===== src/rtl/mips_pkg.sv =====
// Shared MIPS encoding constants used by the IF/ID register, hazard logic and decode.
package mips_pkg;

   localparam logic [5:0]  OP_RTYPE = 6'h00;
   localparam logic [5:0]  OP_BEQ   = 6'h04;
   localparam logic [5:0]  OP_BNE   = 6'h05;
   localparam logic [5:0]  OP_LW    = 6'h23;
   localparam logic [5:0]  OP_SW    = 6'h2B;
   localparam logic [31:0] NOP_WORD = 32'h0000_0000;

   typedef struct packed {
      logic [5:0]  opcode;
      logic [4:0]  rs;
      logic [4:0]  rt;
      logic [15:0] low;
   } inst_fields_t;

   // Opcodes whose rt field is a source operand rather than a destination.
   function automatic logic uses_rt(input logic [5:0] opcode);
      logic r;
      r = 1'b0;
      case (opcode)
         OP_RTYPE, OP_BEQ, OP_BNE, OP_SW: r = 1'b1;
         default:                         r = 1'b0;
      endcase
      return r;
   endfunction

endpackage


===== src/rtl/hazard_detect.sv =====
// Load-use hazard equation: the instruction in ID reads the register an ID/EX load writes.
module hazard_detect
   import mips_pkg::*;
(
   input  logic       id_valid,
   input  logic [5:0] opcode,
   input  logic [4:0] rs,
   input  logic [4:0] rt,
   input  logic       ex_MemRead,
   input  logic [4:0] ex_Rt,
   output logic       stall
);

   logic rs_hit;
   logic rt_hit;

   assign rs_hit = (ex_Rt == rs);
   assign rt_hit = uses_rt(opcode) & (ex_Rt == rt);
   // $0 is hardwired to zero, so a load targeting it can never create a dependency.
   assign stall  = id_valid & ex_MemRead & (ex_Rt != 5'd0) & (rs_hit | rt_hit);

endmodule


===== src/rtl/if_id_pipe.sv =====
// IF/ID pipeline register with load-use stall, branch flush and saturating stall/flush counters.
module if_id_pipe
   import mips_pkg::*;
#(
   parameter int               WIDTH = 32,
   parameter int               CNT_W = 16,
   parameter logic [WIDTH-1:0] NOP   = WIDTH'(NOP_WORD)
)(
   input  logic             CLK,
   input  logic             Reset,
   input  logic [WIDTH-1:0] if_Inst,
   input  logic [WIDTH-1:0] if_PC,
   input  logic             if_valid,
   input  logic             flush,
   input  logic             ex_MemRead,
   input  logic [4:0]       ex_Rt,
   output logic [WIDTH-1:0] id_Inst,
   output logic [WIDTH-1:0] id_PC,
   output logic             id_valid,
   output logic             stall,
   output logic             bubble,
   output logic [CNT_W-1:0] stall_cnt,
   output logic [CNT_W-1:0] flush_cnt
);

   localparam logic [CNT_W-1:0] CNT_ONE = CNT_W'(1);

   logic [WIDTH-1:0] id_inst_reg;
   logic [WIDTH-1:0] id_pc_reg;
   logic             id_valid_reg;
   logic [CNT_W-1:0] stall_cnt_reg;
   logic [CNT_W-1:0] flush_cnt_reg;
   logic             stall_next;

   hazard_detect u_hazard (
      .id_valid   (id_valid_reg),
      .opcode     (id_inst_reg[31:26]),
      .rs         (id_inst_reg[25:21]),
      .rt         (id_inst_reg[20:16]),
      .ex_MemRead (ex_MemRead),
      .ex_Rt      (ex_Rt),
      .stall      (stall_next)
   );

   // Flush outranks stall: a squashed instruction must not be held.
   always_ff @(posedge CLK or posedge Reset) begin
      if (Reset) begin
         id_inst_reg  <= NOP;
         id_pc_reg    <= '0;
         id_valid_reg <= 1'b0;
      end else if (flush) begin
         id_inst_reg  <= NOP;
         id_pc_reg    <= if_PC;
         id_valid_reg <= 1'b0;
      end else if (!stall_next) begin
         id_inst_reg  <= if_valid ? if_Inst : NOP;
         id_pc_reg    <= if_PC;
         id_valid_reg <= if_valid;
      end
   end

   always_ff @(posedge CLK or posedge Reset) begin
      if (Reset) begin
         stall_cnt_reg <= '0;
         flush_cnt_reg <= '0;
      end else begin
         if (stall_next && !flush && (stall_cnt_reg != '1))
            stall_cnt_reg <= stall_cnt_reg + CNT_ONE;
         if (flush && (flush_cnt_reg != '1))
            flush_cnt_reg <= flush_cnt_reg + CNT_ONE;
      end
   end

   assign id_Inst   = id_inst_reg;
   assign id_PC     = id_pc_reg;
   assign id_valid  = id_valid_reg;
   assign stall     = stall_next;
   assign bubble    = stall_next;
   assign stall_cnt = stall_cnt_reg;
   assign flush_cnt = flush_cnt_reg;

endmodule


===== config.mk =====
export PLATFORM = sky130hd
export DESIGN_NAME = if_id_pipe
export DESIGN_NICKNAME = d
export VERILOG_FILES = /design/src/rtl/mips_pkg.sv /design/src/rtl/hazard_detect.sv /design/src/rtl/if_id_pipe.sv
export SDC_FILE = /design/constraint.sdc
export NUM_CORES = 1
export LEC_CHECK = 0
export CORE_MARGIN = 3
export CORE_UTILIZATION = 45
export CTS_BUF_LIST = sky130_fd_sc_hd__clkbuf_8
export DETAILED_ROUTE_END_ITERATION = 12
export PLACE_DENSITY = 0.83
export RECOVER_POWER = 50
export SYNTH_ARGS = -nofsm -noshare
export SYNTH_HDL_FRONTEND = slang
export SYNTH_SLANG_ARGS = --single-unit

===== constraint.sdc =====
create_clock -name CLK -period 3.1 [get_ports CLK]
set_input_delay 0.31 -clock CLK [delete_from_list [all_inputs] [get_ports CLK]]
set_output_delay 0.31 -clock CLK [all_outputs]
set_load 0.01 [all_outputs]

==> results.md, run 1 <==
* CORE AREA at 0.00893 sq mm
* Largest net degree at the start of global routing at 53
* Initial Util at 47.5%
* Via density at 5.29
* CTS root buf: clkbuf_8
* Yosys top cell area share at 57.2%
* Min-delay worst type: flip-flop to flip-flop
* Final setup fails at 0
* Synthesis-to-finish area growth at 46.9%
* Vias in the first global route at 3555
* Synthesized flop and latch total at 97
* Syn_area_per_cell at 11.1 sq um
* Die Span Y at 103 um
* Switching pwr at 729 uW
* Top post-synthesis cells by area: dfrtp_1, mux2_2, nand3_1, xnor2_1, nand2_1
* Tmin final at 2.88 ns
* Number of antenna violations at the first check in global routing at 0
* Clk Latency, worst-skew pair at 0.35 ns
* Yosys warnings at 0
* Syn_nets at 459
* Peak VDD IR at 347 uV
* Final Hold Violating Endpoints at 0
* Leading area contributor after synthesis: dfrtp_1
* Routed via count at 3512
* First-pass GRT wire length at 17400 um
* Mapped cell area at 0.00424 sq mm
* Clk slew on worst S/H paths at 0.09 ns
* Startpoint types: input port
* Max_slew headroom at -32.0%
* Placement Setup Slack at 0.217 ns
* Nets@finish at 628
* H-tree levels at 3
* Bufs on Longest Clock Path at 2
* DRC at 0
* Die ar. at 0.0106 sq mm
* IO Port Bufs at 172
* Internal Power at 2.00 mW
* Placer Congestion at 0.860
* Gr ovfl total at 0
* DRT Wirelength at 11200 um
* Crit Path Max Fanout at 12
* Static leakage at 2.59 nW
* CTS buffer count at 9
* Status: finished with violations
* Io pins at 173
* CTS tree: built
* Final worst setup slack at 0.217 ns
* Post-DP HPWL at 8100 um
* WP data required at 2.79 ns
* Failing checks: capacitance limit, slew limit
* N_diodes at 0
* Cell Rows at 34
* Max-cap violation count at 1
* Syn Inst Count at 383
* Number of setup buffers added after CTS at 0
* Wirelength per Cell at 16.8 um
* Net Sw Frac at 26.7%
* Post-CTS Resized at 0
* Clk sinks at 97
* GR Util All Layers at 20.9%
* Drt pass-1 iters at 6
* Setup TNS at 0 ns
* Crit end category: output pin
* Horiz. Die Dim at 103 um
* RSZ-0062 raised after global routing: false
* Crit Path Category: input port to output pin
* F_max at 0.347 GHz
* Sequential-to-total area share from yosys stat at 57.2%
* Netlist cell types at 35
* Worst-margin pin slew at 1.97 ns
* Comb pwr share at 18.0%
* Fin crit share at 93.0%
* Seq pwr share at 52.9%
* Clock network power share at 29.1%
* Layout Skew at 0.00807 ns
* ANT nets after route at 0
* Ratio of cells with drive above 1 in the final layout at 10.3%
* Arr. time, crit path at 2.57 ns
* Post-CTS Hold Buffers at 0
* Initial drt markers at 150
* PwrDens at 438 mW/mm^2
* Final Max Slew Viols at 47
-- Yosys cell counts, drive strengths merged --
cell type and instances:
a211oi 1, a21oi 33, a31oi 1, a41oi 1
and3 1, and4 1, buf 14, clkbuf 8
dfrtp 97, ha 2, inv 5, mux2 33
nand2 52, nand2b 1, nand3 46, nand3b 1
nand4 8, nor2 18, nor3 6, nor4 6
nor4b 1, o211ai 2, o21a 1, o31ai 1
or3 3, or4 2, xnor2 24, xor2 14
-- critical path, cell delays in order --
cell,delay (ns)
clkdlybuf4s50_1,0.48
xor2_1,0.19
nor4_1,0.32
o211ai_1,0.23
o21a_1,0.25
inv_2,0.21
clkdlybuf4s50_1,0.59
-- through the flow --
step / cell area [sq um] / utilization, % / hold slack (ns) / power [mW] / instances
floorplan: 4240 / - / 0.442 / 1.65 / 383
global placement: 6060 / 67.9 / 0.477 / 1.96 / 649
detailed placement: 6060 / 67.9 / 0.485 / 1.98 / 649
CTS: 6250 / 69.9 / 0.387 / 2.78 / 664
global route: 6230 / 69.8 / 0.515 / 2.87 / 664
finish: 6230 / 69.8 / 0.495 / 2.73 / 664
-- metal layers --
metal	vias up	wire length, um	GRT usage [%]
met5	-	0	0
met4	0	164	7.67
met3	14	765	4.87
met2	123	5730	36.1
met1	1719	4490	25.6
li1	1656	-	-
-- power groups by stage --
stage	combinational, mW	clock [mW]	sequential (mW)
after floorplan	0.157	0	1.49
after global placement	0.501	0	1.46
after detailed placement	0.512	0	1.47
after CTS	0.515	0.817	1.45
after global routing	0.540	0.870	1.46
final	0.492	0.796	1.44
-- placed cells by master (no fill, tap or decap), drive strengths merged, types with 5 or more instances in the layout --
cell and n:
clkdlybuf4s50 122, dfrtp 97, nand2 52, dlygate4sd3 50
nand3 46, a21oi 33, mux2 33, xnor2 24
nor2 18, xor2 14, clkbuf 10, nand4 8
buf 7, nor3 6, nor4 6, inv 5
-- cells by family (layout without fill, tap and decap cells) --
| kind of cell | after synthesis | after routing | synth area share [%] |
|---|---|---|---|
| buffers and inverters | 27 | 200 | 3.60 |
| xor gates and xnor gates | 38 | 38 | 7.84 |
| and+or+nand+nor | 146 | 146 | 16.3 |
| adders and majority gates | 2 | 2 | 0.590 |
| DFF | 97 | 97 | 57.2 |
| AOI/OAI and AO/OA | 40 | 40 | 5.69 |
| muxes | 33 | 33 | 8.76 |
-- worst paths after layout --
| path | from | end | slack (ns) | cells after the start |
|---|---|---|---|---|
| setup reg to reg | id_Inst[19] | stall_cnt[1] | 0.73 | 8 |
| min in group asynchronous | Reset | id_PC[9] | 0.91 | 2 |
| hold reg to reg | id_PC[22] | id_PC[22] | 0.50 | 1 |
| max in group asynchronous | Reset | id_PC[21] | 0.63 | 3 |
| setup / recovery | ex_Rt[3] | bubble | 0.22 | 7 |
| hold / removal | id_PC[22] | id_PC[22] | 0.50 | 1 |
-- area by class of cell --
type | instances | area (sq um)
clock inverter | 6 | 61.3
inverter | 5 | 20.0
sequential | 97 | 2430
clock buffer | 9 | 124
tap | 108 | 135
multi-input combinational | 259 | 1670
timing repair buffer | 180 | 1790
fill | 692 | 2700
(Power assumes the default switching activity.)
==> run 2: changes to the inputs <==
- SKIP_LAST_GASP: not set -> 1
==> results of run 2 <==
Final layout, timing and power as in run 1 (identical DEF).
==> run 3: changes to the inputs <==
- clock period: 3.1 -> 2.85 ns (I/O delays scaled with it)
==> run 3 against run 2 <==
  * The flow still finishes with violations (capacitance limit, slew limit)
  * Critical endpoint unchanged
  * Via count is 2.4% lower
  * Critical path type unchanged
  * Largest cell class unchanged
  * Sequential share of layout area hardly changed
  * Design area hardly changed
==> results.md, run 3 (synthesis gave the netlist of run 1 again) <==
* Commonest cells after routing, fill and taps aside: clkdlybuf4s50_1, dfrtp_1, nand2_1
* Post-route cell area at 0.00623 sq mm
* F_max at 0.368 GHz
* Failing checks: capacitance limit, slew limit
* Nets@finish at 631
* Placer Congestion at 0.874
* First-pass GRT wire length at 16900 um
* IO Port Bufs at 172
* Net Sw Frac at 27.3%
* Peak VDD IR at 432 uV
* Clk sinks at 97
* PwrDens at 461 mW/mm^2
* Startpoint types: input port
* DRT Wirelength at 10900 um
* Crit Path Max Fanout at 8
* Hold path endpoint: id_PC[30]
* Commonest non-fill, non-tap cell in the layout: clkdlybuf4s50_1
* Largest net degree at the start of global routing at 55
* Gr ovfl total at 0
* Post-DP HPWL at 8080 um
* Io pins at 173
* Initial Util at 47.5%
* Core Util, Final at 69.8%
* Max_slew headroom at -25.6%
* Cell Rows at 34
* Seq pwr share at 54.3%
* GR Util All Layers at 20.3%
* Crit Path Category: input port to output pin
* Comb pwr share at 18.7%
* DP Area at 0.00608 sq mm
* Max-cap violation count at 1
* Number of antenna violations at the first check in global routing at 0
* Worst hold slack at 0.492 ns
* Internal Power at 2.09 mW
* Final Max Slew Viols at 45
* Worst R2R Setup Slack at 0.55 ns
* CTS root buf: clkbuf_8
* Routed via count at 3429
* Min-delay worst type: flip-flop to flip-flop
* Die Span Y at 103 um
* Bufs on Longest Clock Path at 2
* Die ar. at 0.0106 sq mm
* DRC at 0
* CTS tree: built
* Vias in the first global route at 3418
* Clock network power share at 27.1%
* Status: finished with violations
* Worst hold path startpoint: id_PC[30]
* Ratio of cells with drive above 1 in the final layout at 10.7%
* RSZ-0062 raised after global routing: false
* Drt pass-1 iters at 4
* Clk Latency, worst-skew pair at 0.35 ns
* Min-Delay Path Depth at 1
* Worst Reg2Reg Path Length in Cells at 7
* Fin crit share at 95.4%
* Worst reg2reg endpoint: id_PC[0]
* ANT nets after route at 0
* Static leakage at 2.60 nW
* N_diodes at 0
* Final Hold Violating Endpoints at 0
* Via density at 5.13
* Horiz. Die Dim at 103 um
* Post-CTS Resized at 0
* Final setup fails at 0
* PnR Total Power at 2.88 mW
* Wirelength per Cell at 16.3 um
* Layout Skew at 0.00863 ns
* Crit end category: output pin
* Worst-margin pin slew at 1.87 ns
* CORE AREA at 0.00893 sq mm
* Arr. time, crit path at 2.43 ns
* Synthesis-to-finish area growth at 46.9%
* H-tree levels at 3
* CTS buffer count at 9
* Setup TNS at 0 ns
* Reg-to-reg startpoint: id_Inst[19]
* WP data required at 2.57 ns
* Initial drt markers at 84
* Tmin final at 2.72 ns
* Clk slew on worst S/H paths at 0.10 ns
* Switching pwr at 784 uW
-- run 3: changes by cell type in the layout (fill, tap and decap cells not counted) --
cell / previous run / this run
clkinv_2: 1 / 2
inv_1: 4 / 5
buf_4: 6 / 9
bufinv_16: 1 / 0
clkdlybuf4s50_1: 122 / 123
dlygate4sd3_1: 50 / 49
-- run 3: layout make-up --
class,instances,area [sq um]
inverter,5,20.0
clock buffer,9,124
clock inverter,7,40.0
fill,694,2700
timing repair buffer,183,1820
tap,108,135
sequential,97,2430
multi-input combinational,259,1670
-- run 3: timing repair --
| action | CTS | global route |
|---|---|---|
| endpoints found under the setup margin | 0 | 2 |
| buffers inserted | 0 | 1 |
| hold endpoints to repair | 0 | 0 |
| hold buffers | 0 | 0 |
-- run 3: how the worst max path moves through the flow --
| stage | cells past startpoint | endpoint | slack [ns] | startpoint |
|---|---|---|---|---|
| 4_1_cts | 7 | bubble | 0.1 | ex_Rt[0] |
| 2_1_floorplan | 1 | flush_cnt[0] | 0.03 | Reset |
| 6_report | 7 | bubble | 0.13 | ex_Rt[0] |
| 3_5_place_dp | 7 | bubble | 0.11 | ex_Rt[0] |
| 5_1_grt | 3 | id_PC[1] | 0.003 | Reset |
| 3_3_place_gp | 7 | bubble | 0.19 | ex_Rt[0] |
-- run 3: per-layer routing --
layer / vias up / wire length, um / track usage [%]
li1: 1659 / - / -
met1: 1641 / 4360 / 25.0
met2: 118 / 5640 / 35.2
met3: 11 / 785 / 6.09
met4: 0 / 77 / 4.48
met5: - / 0 / 0
-- run 3: per-stage QoR --
stage / instances / setup slack (ns)
after CTS: 667 / 0.0961
final: 668 / 0.131
after floorplan: 383 / 0.0313
after global routing: 668 / 0.00339
after detailed placement: 651 / 0.108
after global placement: 651 / 0.187
-- run 3: critical path, cell delays in order --
cell,delay [ns]
clkdlybuf4s50_1,0.50
xor2_1,0.21
nor4_1,0.32
o211ai_1,0.17
o21a_1,0.24
inv_2,0.14
clkdlybuf4s50_1,0.56
-- run 3: power groups by stage --
stage	registers [mW]	clock network, mW	logic, mW
detailed placement	1.59	0	0.560
CTS	1.56	0.801	0.563
global route	1.58	0.861	0.586
global placement	1.58	0	0.545
finish	1.56	0.778	0.538
floorplan	1.62	0	0.171
